**src/rtl/system86_mem_pkg.sv**
```systemverilog
// Shared definitions for the System86 memory-interface sequencers:
// state encoding and an elaboration-time ceiling-log2 helper.
`timescale 1ns/1ps
package system86_mem_pkg;

    typedef enum logic [1:0] {
        IDLE    = 2'd0,
        ACCESS  = 2'd1,
        RECOVER = 2'd2
    } seq_state_t;

    // Bits needed to hold values 0..value-1.
    function automatic int clog2(input int value);
        int result;
        int v;
        result = 0;
        v = value - 1;
        while (v > 0) begin
            result++;
            v = v >> 1;
        end
        return result;
    endfunction

endpackage

```
**src/rtl/rom_read_sequencer.sv**
```systemverilog
// Cycle-counted read sequencer for a 27128-class asynchronous EPROM: holds E/G
// low for the access window, captures Q, then holds E/G high for recovery.
`timescale 1ns/1ps
module rom_read_sequencer
    import system86_mem_pkg::*;
#(
    parameter int ADDR_WIDTH      = 14,
    parameter int DATA_WIDTH      = 8,
    parameter int ACCESS_CYCLES   = 13,
    parameter int RECOVERY_CYCLES = 3
) (
    input  logic                  CLK,
    input  logic                  RST_n,
    input  logic                  REQ_VALID,
    input  logic [ADDR_WIDTH-1:0] REQ_ADDR,
    output logic                  REQ_READY,
    output logic                  RSP_VALID,
    output logic [DATA_WIDTH-1:0] RSP_DATA,
    output logic                  ROM_E,
    output logic                  ROM_G,
    output logic [ADDR_WIDTH-1:0] ROM_A,
    input  logic [DATA_WIDTH-1:0] ROM_Q
);

    localparam int CNT_MAX_A = (ACCESS_CYCLES > 2) ? ACCESS_CYCLES : 2;
    localparam int CNT_MAX   = (RECOVERY_CYCLES > CNT_MAX_A) ? RECOVERY_CYCLES : CNT_MAX_A;
    localparam int CNT_W     = clog2(CNT_MAX);

    localparam logic [CNT_W-1:0] ACC_LOAD = CNT_W'(ACCESS_CYCLES - 1);
    localparam logic [CNT_W-1:0] REC_LOAD = CNT_W'((RECOVERY_CYCLES > 0) ? RECOVERY_CYCLES - 1 : 0);

    if (ACCESS_CYCLES < 1) begin : g_bad_access
        $error("rom_read_sequencer: ACCESS_CYCLES must be at least 1");
    end

    seq_state_t       state;
    logic [CNT_W-1:0] cnt;

    // Combinational so a request can be accepted in the first IDLE cycle.
    assign REQ_READY = RST_n && (state == IDLE);

    always_ff @(posedge CLK or negedge RST_n) begin
        if (!RST_n) begin
            state     <= IDLE;
            cnt       <= '0;
            ROM_E     <= 1'b1;
            ROM_G     <= 1'b1;
            ROM_A     <= '0;
            RSP_DATA  <= '0;
            RSP_VALID <= 1'b0;
        end else begin
            RSP_VALID <= 1'b0;
            case (state)
                IDLE: begin
                    if (REQ_VALID) begin
                        ROM_A <= REQ_ADDR;
                        ROM_E <= 1'b0;
                        ROM_G <= 1'b0;
                        cnt   <= ACC_LOAD;
                        state <= ACCESS;
                    end
                end
                ACCESS: begin
                    if (cnt != '0) begin
                        cnt <= cnt - 1'b1;
                    end else begin
                        // Q has been stable for the full access window on this edge.
                        RSP_DATA  <= ROM_Q;
                        RSP_VALID <= 1'b1;
                        ROM_E     <= 1'b1;
                        ROM_G     <= 1'b1;
                        if (RECOVERY_CYCLES == 0) begin
                            state <= IDLE;
                        end else begin
                            cnt   <= REC_LOAD;
                            state <= RECOVER;
                        end
                    end
                end
                RECOVER: begin
                    if (cnt != '0) begin
                        cnt <= cnt - 1'b1;
                    end else begin
                        state <= IDLE;
                    end
                end
                default: state <= IDLE;
            endcase
        end
    end

endmodule

```
**config.mk**
```make
export PLATFORM = sky130hd
export DESIGN_NAME = rom_read_sequencer
export DESIGN_NICKNAME = d
export VERILOG_FILES = /design/src/rtl/system86_mem_pkg.sv /design/src/rtl/rom_read_sequencer.sv
export SDC_FILE = /design/constraint.sdc
export NUM_CORES = 1
export LEC_CHECK = 0
export ABC_AREA = 0
export BUFFER_PORTS_ARGS = -buffer_cell sky130_fd_sc_hd__buf_2
export CAP_MARGIN = 20
export CORE_AREA = 2 2 56 58
export CTS_BUF_LIST = sky130_fd_sc_hd__clkbuf_8
export CTS_CLUSTER_SIZE = 14
export DETAILED_ROUTE_END_ITERATION = 16
export DIE_AREA = 0 0 58 60
export GPL_TIMING_DRIVEN = 1
export PLACE_DENSITY_LB_ADDON = 0.08
export SLEW_MARGIN = 20
export SYNTH_ARGS = -nofsm -noshare
export SYNTH_HDL_FRONTEND = slang
export SYNTH_SLANG_ARGS = --single-unit
```
**constraint.sdc**
```tcl
create_clock -name CLK -period 1.85 [get_ports CLK]
set_clock_uncertainty 0.1 [all_clocks]
set_input_delay 0.185 -clock CLK [delete_from_list [all_inputs] [get_ports CLK]]
set_output_delay 0.185 -clock CLK [all_outputs]
set_load 0.005 [all_outputs]
```
==> impl_metrics.toml <==
[job]
drv_cap = 0

[synth]
syn-num-nets = 136
synthCells = 105
synth_top_cell_area_share_pct = 51.0
synth_cell_type_count = 35
synthTopCellsByArea = "dfrtp_1, mux2_2, ha_1, dfstp_2, buf_6"
syn_area_per_cell_um2 = 13.5
synth_flop_cell = "dfrtp_1"
yosysSeqAreaShare_pct = 52.9
ys_async_sr_fraction_pct = 100
synth_top_area_cell = "dfrtp_1"
ys_warn_count = 0
synth_edf_count = 0
syn_area_um2 = 1420
ys_ff_latch = 30

[sta]
setup_viol = 0
worst_slew_pin_slew_ns = 0.365
post-route-period-util_pct = 93.6
hold_violations = 0
rsz0062_at_grt = "no"
fin_tns_setup_ns = 0
drv_slew = 0
fmax_ghz = 0.577
slew_headroom_pct = 75.7
min_period_ns = 1.73

[route]
wl_um = 2700
drc = 0
antenna_left = 0
viasPerCell = 5.22
route.vias.total = 1017
drtPass1Iterations = 4
drtIter0Drc = 9
post_drt_wl_per_cell_um = 13.8

[clocking]
clockBufferDepth = 2
cts_tree = "done"
cts_made_buffers = 5
htree_levels = 2
clkSinkCount = 30
clk_pin_slew_ns = 0.06
root_buffer = "clkbuf_8"
clock_latency_ns = 0.27

[grt]
grt_overflow = 0
grt_pass1_wl_um = 4400
grt_pass1_vias = 987
grt_usage_pct = 17.3
grt_max_degree = 31
antenna_found_initial = 0

[floorplan]
die_w_um = 58
fp.coreArea_um2 = 2900
io_pins = 51
die_h_um = 60
rows = 20
start_util_pct = 49.0
die_area_um2 = 3480

[cells_and_area]
antennaDiodeCount = 0
seqCellArea_um2 = 752
fin_nets = 192
layout.cells.non_filler = 195
multi_input_area_um2 = 619
syn_to_final_growth_pct = 28.2
nFillCells = 240
drive_gt1_share_pct = 56.8

[setup_path]
max_stage_delay_ns = 0.41
reg2reg_depth = 5
timing.rr.start = "cnt[0]"
worst-path-buf-inv = 1
startpoint_type = "register"
worst_path_max_delay_cell = "or3_4"
cp_cell_sequence = "inv_1 -> ha_1 -> nor4bb_4 -> or3_4 -> o31ai_2"
cp_data_arrival_time_ns = 1.81
critPathCaptureType = "register"
crit_type = "reg2reg"
rrSetupSlack_ns = 0.12
cp.required_ns = 1.93
critPathMaxFanout = 5
rr_endpoint = "cnt[0]"
critPathTopFamily = "simple AND/OR/NAND/NOR gates"

[placement]
dp_hpwl_um = 2040
portBuffers = 50
gp_congestion = 0.767
dp.cells = 186

[hold_path]
min_path_cells = 2
min_to = "RSP_DATA[4]"
worstHoldStart = "ROM_Q[4]"
hp-class = "in2reg"

[power_and_ir_drop]
p_per_area_nw_per_um2 = 1810
p_int_uw = 2210
clkPwrFrac_pct = 18.9
switching_share_pct = 32.8
vdd_ir_drop_max_mv = 1.22
p_sw_uw = 1080
p_comb_share_pct = 44.6
p_leak_uw = 0.000886
p_seq_share_pct = 36.5

[run_status]
status = "finished, final reports clean"
## synthesized netlist by cell type (2+ instances only)
library cell and number:
dfrtp_1 29, mux2_2 22, ha_1 6, inv_1 4, o21ai_0 4, a21oi_1 3
nor2_1 3, buf_2 2, buf_6 2, nand2_1 2, nand3b_1 2, o21ba_2 2
o41ai_1 2
## worst reg2reg max path, stage by stage (launching register included)
cell and delay [ns]:
dfrtp_1 0.38, inv_1 0.10, ha_1 0.24, nor4bb_4 0.17, or3_4 0.41, o31ai_2 0.23
## stage by stage
step                      power [uW]  hold WS, ns  area [um^2]  setup slack [ns]  utilization, %
final                           3290       0.0362         1820             0.118            62.8
after floorplan                 2190       -0.211         1420             0.133               -
after global placement          2630        0.135         1700             0.181            58.5
after CTS                       3310       0.0318         1820            0.0596            62.5
after detailed placement        2680        0.140         1700            0.0704            58.5
after global routing            3550       0.0291         1820            0.0185            62.8
## state kept, by name, summed over array words and instances, names as in the netlist
| signal | flops |
|---|---|
| ROM_A | 14 |
| RSP_VALID | 1 |
| state | 2 |
| ROM_G | 1 |
| cnt | 4 |
| RSP_DATA | 8 |
## power groups by stage
stage | Combinational [uW] | Sequential [uW] | Clock (uW)
after global routing | 1630 | 1250 | 672
final | 1470 | 1200 | 622
after CTS | 1480 | 1200 | 635
after floorplan | 1000 | 1190 | 0
after global placement | 1440 | 1190 | 0
after detailed placement | 1470 | 1210 | 0
## repair_timing
action | 4_1_cts | 5_1_grt
setup endpoints to repair | 0 | 4
setup buffers | 0 | 0
endpoints found under the hold margin | 29 | 0
resized for setup | 0 | 1
hold buffers | 1 | 0
## final cells by class
| type | instances | share of cell area, % |
|---|---|---|
| clock inverters | 3 | 2.06 |
| inverters | 4 | 0.823 |
| well taps | 33 | 2.26 |
| clock buffers | 5 | 3.77 |
| repair buffers | 55 | 15.9 |
| flip-flops and latches | 30 | 41.2 |
| multi-input cells | 65 | 34.0 |
## metal layers
layer | track usage (%) | wire (um)
met4 | 5.98 | 13
met2 | 26.8 | 1350
met3 | 6.28 | 145
met5 | 0 | 0
met1 | 22.5 | 1180
## cell families (layout without fill, tap and decap cells)
| family | Yosys count | in the layout | synth area share (%) |
|---|---|---|---|
| AND/OR/NAND/NOR | 17 | 17 | 9.06 |
| AO/OA/AOI/OAI | 19 | 19 | 10.5 |
| adder cells (fa/ha/maj) | 6 | 6 | 5.28 |
| flip-flops | 30 | 30 | 52.9 |
| buffers and inverters | 10 | 67 | 4.22 |
| multiplexers | 23 | 23 | 18.1 |
## how the worst max path moves through the flow
stage	from	endpoint	cells past startpoint
2_1_floorplan	state[1]	RSP_DATA[0]	6
3_3_place_gp	cnt[0]	cnt[1]	5
3_5_place_dp	cnt[0]	cnt[1]	5
4_1_cts	cnt[0]	cnt[1]	5
5_1_grt	cnt[0]	RSP_DATA[7]	4
6_report	cnt[0]	cnt[0]	5
## placed cells by master, fill, tap and decap left out, types with 2 or more instances in the layout
cell / n
buf_2: 50
dfrtp_1: 29
mux2_2: 22
inv_1: 6
ha_1: 6
clkbuf_8: 5
o21ai_0: 4
buf_4: 4
nor2_1: 3
a21oi_1: 3
nand2_1: 2
nand3b_1: 2
o21ba_2: 2
o41ai_1: 2
Note: power is estimated with default switching activity, not from simulation.
